`config.mk`:
```
export PLATFORM = sky130hd
export DESIGN_NAME = ps2_scan_rx
export DESIGN_NICKNAME = d
export VERILOG_FILES = /design/src/rtl/ps2_scan_rx.sv
export SDC_FILE = /design/constraint.sdc
export NUM_CORES = 1
export LEC_CHECK = 0
export ABC_CLOCK_PERIOD_IN_PS = 3300
export CAP_MARGIN = 20
export CORE_ASPECT_RATIO = 1.4
export CORE_MARGIN = 2
export CORE_UTILIZATION = 35
export CTS_BUF_LIST = sky130_fd_sc_hd__clkbuf_8
export DETAILED_ROUTE_END_ITERATION = 8
export DONT_BUFFER_PORTS = 1
export GPL_TIMING_DRIVEN = 0
export PLACE_DENSITY_LB_ADDON = 0.15
export SLEW_MARGIN = 30
export SYNTH_ARGS = -nofsm -noshare
export SYNTH_HDL_FRONTEND = slang
export SYNTH_SLANG_ARGS = --single-unit
```
`constraint.sdc`:
```
create_clock -name clk -period 3.3 [get_ports clk]
set_input_delay 0.33 -clock clk [delete_from_list [all_inputs] [get_ports clk]]
set_output_delay 0.33 -clock clk [all_outputs]
set_load 0.05 [all_outputs]
```
`src/rtl/ps2_scan_rx.sv`:
```
// PS/2 keyboard receive front end: synchronise, glitch-filter and deserialise
// device-to-host frames, folding E0/F0 prefixes into ext/brk flags on the emitted code.
`timescale 1ns/1ps
module ps2_scan_rx #(
  parameter int unsigned FILTER_LEN  = 8,
  parameter int unsigned TIMEOUT_CYC = 5000
) (
  input  logic       clk,
  input  logic       rst,
  input  logic       ps2c,
  input  logic       ps2d,
  output logic [7:0] code,
  output logic       code_ext,
  output logic       code_brk,
  output logic       code_valid,
  output logic       frame_err
);

  localparam int unsigned FW = $clog2(FILTER_LEN + 1);
  localparam int unsigned TW = $clog2(TIMEOUT_CYC + 1);

  localparam logic [1:0] S_IDLE   = 2'd0;
  localparam logic [1:0] S_DATA   = 2'd1;
  localparam logic [1:0] S_PARITY = 2'd2;
  localparam logic [1:0] S_STOP   = 2'd3;

  logic          c_s1, c_s2, d_s1, d_s2;
  logic          c_flt;
  logic [FW-1:0] flt_cnt;
  logic          fall_stb;

  logic [1:0]    state;
  logic [2:0]    bit_cnt;
  logic [7:0]    shreg;
  logic          par_bit;
  logic          ext_flag, brk_flag;
  logic [TW-1:0] to_cnt;
  logic          frame_ok;

  always_ff @(posedge clk or negedge rst) begin
    if (!rst) begin
      c_s1 <= 1'b1;
      c_s2 <= 1'b1;
      d_s1 <= 1'b1;
      d_s2 <= 1'b1;
    end else begin
      c_s1 <= ps2c;
      c_s2 <= c_s1;
      d_s1 <= ps2d;
      d_s2 <= d_s1;
    end
  end

  // Filtered clock flips only after FILTER_LEN consecutive samples disagreeing with it;
  // fall_stb is registered so it coincides with the cycle c_flt first reads 0.
  always_ff @(posedge clk or negedge rst) begin
    if (!rst) begin
      c_flt    <= 1'b1;
      flt_cnt  <= '0;
      fall_stb <= 1'b0;
    end else begin
      fall_stb <= 1'b0;
      if (c_s2 == c_flt) begin
        flt_cnt <= '0;
      end else if (flt_cnt == FW'(FILTER_LEN - 1)) begin
        c_flt    <= c_s2;
        flt_cnt  <= '0;
        fall_stb <= c_flt;
      end else begin
        flt_cnt <= flt_cnt + 1'b1;
      end
    end
  end

  assign frame_ok = d_s2 && (^{shreg, par_bit});

  always_ff @(posedge clk or negedge rst) begin
    if (!rst) begin
      state      <= S_IDLE;
      bit_cnt    <= '0;
      shreg      <= '0;
      par_bit    <= 1'b0;
      ext_flag   <= 1'b0;
      brk_flag   <= 1'b0;
      to_cnt     <= '0;
      code       <= '0;
      code_ext   <= 1'b0;
      code_brk   <= 1'b0;
      code_valid <= 1'b0;
      frame_err  <= 1'b0;
    end else begin
      code_valid <= 1'b0;
      frame_err  <= 1'b0;
      if (fall_stb) begin
        to_cnt <= '0;
        case (state)
          S_IDLE: begin
            if (!d_s2) begin
              state   <= S_DATA;
              bit_cnt <= '0;
            end
          end
          S_DATA: begin
            shreg   <= {d_s2, shreg[7:1]};
            bit_cnt <= bit_cnt + 1'b1;
            if (bit_cnt == 3'd7) state <= S_PARITY;
          end
          S_PARITY: begin
            par_bit <= d_s2;
            state   <= S_STOP;
          end
          default: begin
            state <= S_IDLE;
            if (!frame_ok) begin
              frame_err <= 1'b1;
              ext_flag  <= 1'b0;
              brk_flag  <= 1'b0;
            end else if (shreg == 8'hE0) begin
              ext_flag <= 1'b1;
            end else if (shreg == 8'hF0) begin
              brk_flag <= 1'b1;
            end else begin
              code       <= shreg;
              code_ext   <= ext_flag;
              code_brk   <= brk_flag;
              code_valid <= 1'b1;
              ext_flag   <= 1'b0;
              brk_flag   <= 1'b0;
            end
          end
        endcase
      end else if (state != S_IDLE) begin
        if (to_cnt == TW'(TIMEOUT_CYC - 1)) begin
          to_cnt    <= '0;
          state     <= S_IDLE;
          frame_err <= 1'b1;
          ext_flag  <= 1'b0;
          brk_flag  <= 1'b0;
        end else begin
          to_cnt <= to_cnt + 1'b1;
        end
      end else begin
        to_cnt <= '0;
      end
    end
  end

endmodule

```
==> results.md <==
- Hold Path Cell Cnt: 0
- Clock transition at path regs: 0.09 ns
- Clock power frac: 33.0%
- Vias per inst: 4.85
- Worst r2r src: shreg[5]$_DFFE_PN0P_
- Slew Limit Fails: 0
- CTS buffer count: 5
- CP max FO: 8
- Largest family of logic cells by synthesized area: simple AND/OR/NAND/NOR gates
- Gr usage total: 12.2%
- Largest area contributor in the netlist: dfrtp_1
- Max-capacitance violation count: 0
- Port buffer count: 0
- Startpoint types: flip-flop
- Total wire length: 4.06 mm
- Yosys top cell area share: 47.5%
- DRC Markers: 0
- Die footprint: 0.00761 mm²
- Worst Hold Class: reg2reg
- Fin area: 0.00268 mm²
- Sequential share of power: 61.2%
- Nets@finish: 232
- Wire length of the first global-routing pass: 7.11 mm
- Top FF cell, synth: dfrtp_1
- Syn Nets: 221
- Buffer count from post-CTS setup fixing: 0
- Mapped Area: 0.00242 mm²
- Placed insts: 301
- Largest net degree at the start of global routing: 52
- Initial Utilization: 36.4%
- Reg2reg path depth: 6
- CTS H-tree depth: 2
- Hold WS: 0.361 ns
- Critical path endpoint category: flip-flop
- Antenna Diode Count: 0
- Commonest non-fill, non-tap cell in the layout: dfrtp_1
- Multi-input gate area in the final layout: 0.00109 mm²
- # resized after CTS: 0
- Mux cell area share after synthesis: 7.44%
- Switching share of power: 23.9%
- Pwr/cell area: 408 mW/mm²
- Layout area overhead: 10.7%
- Synth Register Bits: 51
- Req. time, crit path: 3.49 ns
- Least-Margin Pin Slew: 0.591 ns
- Post-Synth Adder-Cell Area: 4.13%
- F_max: 419 MHz
- Worst hold start: d_s1$_DFF_PN1_
- Period utilisation layout: 72.3%
- Rows: 35
- Dpl hpwl: 2.81 mm
- Flop2flop setup slack: 0.91 ns
- CTS root buf: clkbuf_8
- Vias in the first global route: 1508
- Simple-gate area share of the yosys netlist: 15.1%
- I/O pins: 16
- Tmin final: 2.39 ns
- Final hold vios: 0
- Most frequent cells in the layout: 46 x dfrtp_1, 19 x nor2_1, 16 x mux2_2, 13 x nand2_1, 10 x xnor2_1
- Cell types occupying the most area after synthesis: dfrtp_1 48%, mux2_2 7.4%, dfstp_2 5.4%, ha_1 4.1%, xnor2_1 3.6%
- Unrepaired setup endpoints after global routing: false
- Distinct cell type count after synthesis: 44
- Comb pwr share: 5.8%
- Pre-CTS WS: 0.879 ns
- Net Sw Power: 262 µW
- Syn avg cell area: 11.6 µm²
- Final WS setup: 0.915 ns
- WL/cell: 13.0 µm
- Slew headroom: 60.3%
- CTS tree: built
- Non-Filler Instances: 313
- Async S/R FF share, synth: 100%
- First-pass DRT Iterations: 3
- Leakage: 1.23 nW
- Placed cell areas: 0.00254 mm²
- Die width: 74.3 µm
- Via count: 1518
- Post-Synth XOR/XNOR Area: 9.61%
- Worst r2r dst: code_brk$_DFFE_PN0P_
- Sequential share of the synthesized area: 52.9%
- Synth Area in Compound Gates: 8.68%
- Int Power: 833 µW
- FILL cells: 678
- Routed Antenna Nets: 0
- Chip height: 102 µm
- RD Place Congestion: 0.750
- Clock skew: 0.00534 ns
- Core box area: 0.00666 mm²
- Gr ovfl total: 0
- Worst skew pair latency: 0.30 ns
- CTS Buffer Depth: 2
- Status: finished clean
- Min-Delay Endpoint: d_s2$_DFF_PN1_
- Register area: 0.00128 mm²
- Peak supply drop: 0.210 mV
- YS warnings: 0
- Clock sink count: 51
- Post-Synthesis Cells: 209
- Post-CTS Hold Fix Bufs: 4
- WS Path Type: reg2reg
- Setup violators final: 0
- Initial DRC Count: 32
- Post-synth EDFFs: 0
- Initial antenna violation count: 0
- Critical Path AT: 2.58 ns
- Setup_tns: 0 ns
- Layout cells sized above 1: 18.6%
[area by class of cell]
| class | instances | share of cell area [%] |
|---|---|---|
| Timing Repair Buffer | 4 | 2.15 |
| Clock inverter | 3 | 0.700 |
| Multi-Input combinational cell | 147 | 40.6 |
| Sequential cell | 51 | 47.8 |
| Inverter | 5 | 0.700 |
| Tap cell | 92 | 4.29 |
| Clock buffer | 5 | 2.57 |
| Buffer | 6 | 1.17 |
[registers in the layout (all words and copies together) (netlist names)]
signal	count
par_bit	1
c_flt	1
code_valid	1
code	8
code_ext	1
shreg	8
state	2
d_s1	1
to_cnt	13
code_brk	1
c_s2	1
d_s2	1
frame_err	1
flt_cnt	4
brk_flag	1
fall_stb	1
c_s1	1
bit_cnt	3
ext_flag	1
[synth_stat cells (4+ instances only)]
master and count:
nand4_1 4, nand3_1 9, nor3_1 7, nor2_1 19
dfstp_2 5, o21ai_0 9, nand2_1 13, dfrtp_1 46
inv_1 5, mux2_2 16, xnor2_1 10, ha_1 8
and3_1 7, xor2_1 9
[routing by layer]
metal / GRT usage (%) / wire length (µm)
met3: 2.37 / 112
met2: 20.5 / 1990
met4: 4.95 / 70
met1: 15.3 / 1890
met5: 0 / 0
[worst max-delay path by stage]
stage / start / endpoint / slack [ns] / cells after the start
6_report: shreg[5]$_DFFE_PN0P_ / code_brk$_DFFE_PN0P_ / 0.91 / 6
2_1_floorplan: shreg[5]$_DFFE_PN0P_ / code[2]$_DFFE_PN0P_ / 1.10 / 6
4_1_cts: shreg[6]$_DFFE_PN0P_ / code_brk$_DFFE_PN0P_ / 0.88 / 6
3_3_place_gp: shreg[6]$_DFFE_PN0P_ / code_ext$_DFFE_PN0P_ / 0.91 / 6
5_1_grt: shreg[6]$_DFFE_PN0P_ / code_ext$_DFFE_PN0P_ / 0.81 / 6
3_5_place_dp: shreg[6]$_DFFE_PN0P_ / code_brk$_DFFE_PN0P_ / 0.88 / 6
[cells by family (layout without fill, tap and decap cells)]
| family | after synthesis | count (layout) |
|---|---|---|
| AO/OA/AOI/OAI | 29 | 29 |
| XOR/XNOR | 22 | 22 |
| adder cells (fa/ha/maj) | 8 | 8 |
| buffers and inverters | 11 | 23 |
| flip-flops | 51 | 51 |
| multiplexers | 16 | 16 |
| AND/OR/NAND/NOR | 72 | 72 |
[power by group through the flow]
stage	clock network [mW]	registers (mW)	logic (mW)
3_3_place_gp	0	0.681	0.0455
5_1_grt	0.407	0.672	0.0777
2_1_floorplan	0	0.678	0.0388
3_5_place_dp	0	0.682	0.0459
6_report	0.362	0.670	0.0634
4_1_cts	0.387	0.670	0.0667
[critical path, stage by stage, from the launching register on]
cell     delay [ns]
dfrtp_1        0.45
xor2_1         0.17
xnor3_2        0.53
and2_4         0.20
a211o_1        0.25
a21oi_4        0.30
mux2_2         0.37
[stage by stage]
step / util, % / power [mW]
3_5_place_dp: 38.1 / 0.728
6_report: 40.3 / 1.09
3_3_place_gp: 38.1 / 0.727
4_1_cts: 40.3 / 1.12
2_1_floorplan: - / 0.717
5_1_grt: 40.3 / 1.16
Note: power is estimated with default switching activity, not from simulation.
